`src/rtl/stopwatch_core.sv`:
```
// Stopwatch/timer core: prescaled count tick driving a mixed-radix BCD chain with run/stop/expire control.
// Optional lap/freeze display enabled by defining STOPWATCH_LAP_EN.
module stopwatch_core #(
  parameter int                    TICK_DIV    = 10_000_000,
  parameter int                    NUM_DIGITS  = 4,
  parameter logic [NUM_DIGITS-1:0] RADIX6_MASK = 4'b0100
) (
  input  logic                    clk,
  input  logic                    reset,
  input  logic                    start_stop,
  input  logic                    clear,
  input  logic                    load,
  input  logic [4*NUM_DIGITS-1:0] load_val,
  input  logic                    dir,
  input  logic                    lap,
  output logic [4*NUM_DIGITS-1:0] digits,
  output logic                    running,
  output logic                    tick,
  output logic                    rollover,
  output logic                    done,
  output logic                    lap_active
);

  localparam int            CW         = 4 * NUM_DIGITS;
  localparam int            PW         = (TICK_DIV > 1) ? $clog2(TICK_DIV) : 1;
  localparam logic [PW-1:0] PRESC_LAST = PW'(TICK_DIV - 1);

  typedef enum logic [1:0] {STOPPED, RUN, EXPIRED} state_t;

  state_t        state;
  logic [PW-1:0] presc;
  logic [CW-1:0] count;
  logic [CW-1:0] count_nxt;
  logic [CW-1:0] stepped;
  logic [CW-1:0] digits_nxt;
  logic          at_last;
  logic          tick_evt;
  logic          expire;
  logic          wrap_up;

  function automatic logic [3:0] digit_max(input int i);
    return RADIX6_MASK[i] ? 4'd5 : 4'd9;
  endfunction

  function automatic logic [CW-1:0] sat_load(input logic [CW-1:0] v);
    logic [CW-1:0] r;
    for (int i = 0; i < NUM_DIGITS; i++)
      r[4*i +: 4] = (v[4*i +: 4] > digit_max(i)) ? digit_max(i) : v[4*i +: 4];
    return r;
  endfunction

  function automatic logic all_max(input logic [CW-1:0] v);
    logic r;
    r = 1'b1;
    for (int i = 0; i < NUM_DIGITS; i++)
      r = r && (v[4*i +: 4] == digit_max(i));
    return r;
  endfunction

  // Ripple carry/borrow: a digit moves only when every lower digit sits at its wrap boundary.
  function automatic logic [CW-1:0] bcd_step(input logic [CW-1:0] v, input logic down);
    logic [CW-1:0] r;
    logic          carry;
    logic [3:0]    d;
    r     = v;
    carry = 1'b1;
    for (int i = 0; i < NUM_DIGITS; i++) begin
      d = v[4*i +: 4];
      if (carry) begin
        if (down) r[4*i +: 4] = (d == 4'd0) ? digit_max(i) : d - 4'd1;
        else      r[4*i +: 4] = (d == digit_max(i)) ? 4'd0 : d + 4'd1;
      end
      carry = carry && (down ? (d == 4'd0) : (d == digit_max(i)));
    end
    return r;
  endfunction

  // A down tick at an all-zero count (reachable after an up rollover or a zero load) expires without wrapping.
  always_comb begin
    at_last   = (presc == PRESC_LAST);
    tick_evt  = (state == RUN) && at_last && !clear && !load;
    stepped   = (dir && (count == '0)) ? count : bcd_step(count, dir);
    expire    = tick_evt && dir && (stepped == '0);
    wrap_up   = tick_evt && !dir && all_max(count);
    count_nxt = count;
    if (clear)         count_nxt = '0;
    else if (load)     count_nxt = sat_load(load_val);
    else if (tick_evt) count_nxt = stepped;
  end

`ifdef STOPWATCH_LAP_EN
  logic [CW-1:0] lap_count;
  logic [CW-1:0] lap_nxt;
  logic          lap_on_nxt;

  always_comb begin
    lap_on_nxt = lap_active;
    lap_nxt    = lap_count;
    if (clear) begin
      lap_on_nxt = 1'b0;
    end else if (lap && (state == RUN)) begin
      lap_on_nxt = !lap_active;
      if (!lap_active) lap_nxt = count;
    end
    digits_nxt = lap_on_nxt ? lap_nxt : count_nxt;
  end

  always_ff @(posedge clk or negedge reset) begin
    if (!reset) begin
      lap_count  <= '0;
      lap_active <= 1'b0;
    end else begin
      lap_count  <= lap_nxt;
      lap_active <= lap_on_nxt;
    end
  end
`else
  logic unused_lap;
  assign unused_lap = lap;
  assign lap_active = 1'b0;
  assign digits_nxt = count_nxt;
`endif

  always_ff @(posedge clk or negedge reset) begin
    if (!reset) begin
      state    <= STOPPED;
      presc    <= '0;
      count    <= '0;
      digits   <= '0;
      running  <= 1'b0;
      tick     <= 1'b0;
      rollover <= 1'b0;
      done     <= 1'b0;
    end else begin
      count    <= count_nxt;
      digits   <= digits_nxt;
      tick     <= tick_evt;
      rollover <= wrap_up;

      // Prescaler only moves in RUN so a pause keeps the partial period.
      if (clear || load)       presc <= '0;
      else if (state == RUN)   presc <= at_last ? '0 : presc + 1'b1;

      if (clear) begin
        state   <= STOPPED;
        running <= 1'b0;
        done    <= 1'b0;
      end else if (load) begin
        if (state == EXPIRED) begin
          state <= STOPPED;
          done  <= 1'b0;
        end
      end else begin
        case (state)
          STOPPED: begin
            if (start_stop && !(dir && (count == '0))) begin
              state   <= RUN;
              running <= 1'b1;
            end
          end
          RUN: begin
            if (expire) begin
              state   <= EXPIRED;
              running <= 1'b0;
              done    <= 1'b1;
            end else if (start_stop) begin
              state   <= STOPPED;
              running <= 1'b0;
            end
          end
          default: ;
        endcase
      end
    end
  end

endmodule

```
`config.mk`:
```
export PLATFORM = sky130hd
export DESIGN_NAME = stopwatch_core
export DESIGN_NICKNAME = d
export VERILOG_FILES = /design/src/rtl/stopwatch_core.sv
export SDC_FILE = /design/constraint.sdc
export NUM_CORES = 1
export LEC_CHECK = 0
export ABC_CLOCK_PERIOD_IN_PS = 5600
export CAP_MARGIN = 20
export CORE_UTILIZATION = 25
export CTS_CLUSTER_DIAMETER = 80
export DETAILED_ROUTE_END_ITERATION = 16
export MAX_ROUTING_LAYER = met4
export PLACE_DENSITY = 0.46
export SYNTH_ARGS = -nofsm -noshare
export SYNTH_HDL_FRONTEND = slang
export SYNTH_SLANG_ARGS = --single-unit
```
`constraint.sdc`:
```
create_clock -name clk -period 5.6 [get_ports clk]
set_input_delay 1.12 -clock clk [delete_from_list [all_inputs] [get_ports clk]]
set_output_delay 1.12 -clock clk [all_outputs]
set_load 0.03 [all_outputs]
```
==> out/summary.log <==
qor: synth.synthDistinctLibCells 67
qor: placed_design.gp_routability_congestion 0.8207
qor: synth.postSynthRegisterBits 46
qor: floorplan.floorplan.core_area 13300 um2
qor: clock_network.number_of_levels_in_the_clock_h_tree 2
qor: timing.finalClockSkew 0.006970 ns
qor: grt.grt_pass1_wl 16550 um
qor: floorplan.initial_utilization 0.2569
qor: timing.hold_viol 0
qor: synth.number_of_enable_flip_flop_cells_after_synthesis 0
qor: layout.nNetsFinal 484
qor: floorplan.io-pin-count 44
qor: routing.vias 3441
qor: pwr.power_frac_seq 0.393
qor: routing.wl_per_cell 15.97 um
qor: critical_path.worst-endpoint-arrival 4.42 ns
qor: critical_path.cpPeakStageDelay 0.84 ns
qor: critical_path.reg2reg_depth 6
qor: synth.yosys.cell_count.top_type sky130_fd_sc_hd__nand2_1
qor: clock_network.tritoncts done
qor: clock_network.tritoncts_buffers 5
qor: clock_network.clock_tree.root_cell sky130_fd_sc_hd__clkbuf_16
qor: synth.synth_flop_cell sky130_fd_sc_hd__dfrtp_1
qor: synth.synth.avg_cell_area 7.781 um2
qor: grt.gr-usage-all-layers 0.1507
qor: routing.finalWirelength 10170 um
qor: clock_network.worst_skew_pair.late_latency 0.30 ns
qor: timing.final_critical_path_setup_slack 1.426 ns
qor: synth.synth_top_area_frac 0.3370
qor: pwr.powerDensity 225.7 nW/um2
qor: pwr.switching_share 0.2881
qor: synth.synth.area.top_cells sky130_fd_sc_hd__dfrtp_1 (34%), sky130_fd_sc_hd__o21ai_0 (7.6%), sky130_fd_sc_hd__nand2_1 (5.8%), sky130_fd_sc_hd__a21oi_1 (3.5%), sky130_fd_sc_hd__clkbuf_1 (3.3%)
qor: critical_path.critical-path-top-delay-family buffers and inverters
qor: grt.grt_start_max_net_pins 47
qor: routing.viasPerCell 5.402
qor: floorplan.die_area 14130 um2
qor: timing.final_period_minus_worst_setup_slack 4.174 ns
qor: critical_path.worstPathMaxFanout 31
qor: critical_path.worst-setup-path-type in -> reg
qor: synth.ys_async_rst_share 1.000
qor: critical_path.worst_setup_path_endpoint done
qor: routing.drt-pass1-iter-count 4
qor: grt.antenna_found_initial 0
qor: floorplan.horizontal_die_dimension 118.9 um
qor: layout.num_antenna_cells 0
qor: synth.ys_warnings 0
qor: critical_path.timing.reg2reg.setup_slack 2.39 ns
qor: placed_design.place_hpwl 7019 um
qor: synth.synth_top_cells_by_count sky130_fd_sc_hd__nand2_1 (53), sky130_fd_sc_hd__o21ai_0 (52), sky130_fd_sc_hd__dfrtp_1 (46)
qor: outcome.outcome finished clean
qor: pwr.p_leak 1.547 nW
qor: timing.max-slew-margin-rel 0.3545
qor: grt.gr-total-overflow 0
qor: clock_network.postcts_resize_cnt 0
qor: routing.met2WireLength 4741 um
qor: pwr.clkPwrFrac 0.426
qor: clock_network.clkSlewWorstSetupHoldPaths 0.07 ns
qor: timing.worst_max_slew_pin_slew 0.9647 ns
qor: synth.synth_seq_area_share 0.3370
qor: pwr.ir_worst_vdd 0.1082 mV
qor: layout.layout_cells_sized_above_1 0.07158
qor: critical_path.rr_endpoint done
qor: grt.grt_pass1_vias 3254
qor: routing.met3_wirelength 303 um
qor: floorplan.chipHeight 118.9 um
qor: critical_path.timing.critical_path.to_type flop
qor: routing.route.top_layer_used met4
qor: critical_path.worst_ep_required_time 5.84 ns
qor: clock_network.clockBufferDepth 2
qor: placed_design.port-buffer-count 41
qor: routing.ant_nets 0
qor: critical_path.startpoint_type primary input
qor: floorplan.rows 42
qor: layout.num-fill-cells 1399
qor: timing.clock.fmax 239.6 MHz
qor: routing.met1_length 4917 um
qor: critical_path.worstPathBufferInverterCount 2
qor: critical_path.cp-startpoint dir
qor: critical_path.path_cells clkdlybuf4s50_1 > buf_4 > or3b_2 > a2111o_1 > a211o_1 > nor4_4 > o221a_2
qor: timing.timing.final.max_slew_violations 0
qor: critical_path.r2r_start presc[14]
qor: timing.layout_worst_path_cycle_share 0.7454
qor: flow_run.drv_cap 0
qor: critical_path.timing.critical_path.depth 7
qor: placed_design.pre_cts_ws 1.137 ns
qor: routing.drcViolationCount 0
qor: synth.synthesis.area 3416 um2
qor: clock_network.cts-hold-fix-buffers 0
qor: timing.fin_tns_setup 0 ns
qor: timing.setup_viol 0
qor: pwr.internal-power 0.6702 mW
qor: routing.drt_iter0_drc 276
qor: layout.areaGrowthSynthToFinish 22.12%
qor: worst_hold_path.timing.hold.worst.class reg -> reg
qor: pwr.power.net_switching 0.2712 mW
qor: pwr.power.share.combinational 0.180
qor: timing.grt_setup_unrepaired no
qor: critical_path.critPathSlowestCell sky130_fd_sc_hd__clkdlybuf4s50_1
qor: synth.synth_nets 463
qor: synth.syn_inst 439
qor: clock_network.cts_setup_buffers 0
qor: clock_network.clkSinkCount 46
qor: synth.synth_top_cell_by_area sky130_fd_sc_hd__dfrtp_1
power by group through the flow:
stage | combinational [mW] | clock (mW) | sequential, mW
4_1_cts | 0.171 | 0.410 | 0.370
6_report | 0.170 | 0.401 | 0.370
3_5_place_dp | 0.170 | 0 | 0.377
5_1_grt | 0.186 | 0.420 | 0.373
2_1_floorplan | 0.107 | 0 | 0.371
3_3_place_gp | 0.170 | 0 | 0.377
sequential cells by signal, indices dropped and copies added (netlist names):
register / count
state: 2
running: 1
presc: 24
count: 16
done: 1
tick: 1
rollover: 1
per-layer routing:
layer	up-vias	global-route usage
met5	-	-
met4	0	0.04984
met3	16	0.02826
met2	46	0.2431
met1	1683	0.1897
li1	1696	-
cell type report:
| type | count | area (um2) | area share |
|---|---|---|---|
| clock buffers | 5 | 125.1 | 0.02999 |
| clock inverters | 3 | 68.82 | 0.01650 |
| inverters | 14 | 52.55 | 0.01260 |
| multi-input cells | 344 | 2091 | 0.5012 |
| flip-flops and latches | 46 | 1151 | 0.2759 |
| well taps | 176 | 220.2 | 0.05279 |
| repair buffers | 49 | 462.9 | 0.1110 |
logic make-up after synthesis:
family | count (synthesis) | synth area share
AOI/OAI and AO/OA | 151 | 0.2872
muxes | 5 | 0.01575
xor gates and xnor gates | 7 | 0.01795
DFF | 46 | 0.3370
and+or+nand+nor | 179 | 0.2817
adders and majority gates | 1 | 0.003662
buffers and inverters | 49 | 0.05568
other | 1 | 0.001098
metrics by stage:
stage	instances	utilization	instance area (um2)	hold WS, ns	total power, mW
6_report	637	0.3138	4172	0.4881	0.9413
3_5_place_dp	629	0.2992	3978	0.4752	0.5471
2_1_floorplan	439	-	3416	0.4448	0.4785
4_1_cts	637	0.3138	4172	0.4896	0.9515
3_3_place_gp	628	0.2988	3973	0.4658	0.5465
5_1_grt	637	0.3138	4172	0.5009	0.9793
how the worst min path moves through the flow:
| stage | startpoint | end | slack (ns) | cells after the start |
|---|---|---|---|---|
| after floorplan | presc[23] | presc[23] | 0.44 | 1 |
| after global placement | presc[23] | presc[23] | 0.47 | 1 |
| final | presc[23] | presc[23] | 0.49 | 1 |
| after CTS | presc[23] | presc[23] | 0.49 | 1 |
| after global routing | presc[23] | presc[23] | 0.50 | 1 |
| after detailed placement | presc[23] | presc[23] | 0.48 | 1 |
placed cells by master (no fill, tap or decap), drive strengths merged, types with 7 or more instances in the layout:
master         Yosys  routed
o31ai             11      11
nand3             18      18
a21oi             24      24
nor2              26      26
dfrtp             46      46
buf                4       9
nand2             54      54
inv               14      14
nor3               8       8
clkdlybuf4s50      0      40
nor2b              9       9
nor4              12      12
o21ai             52      52
a31oi             13      13
nor3b              7       7
No activity file was read; power rests on OpenSTA's default activity.
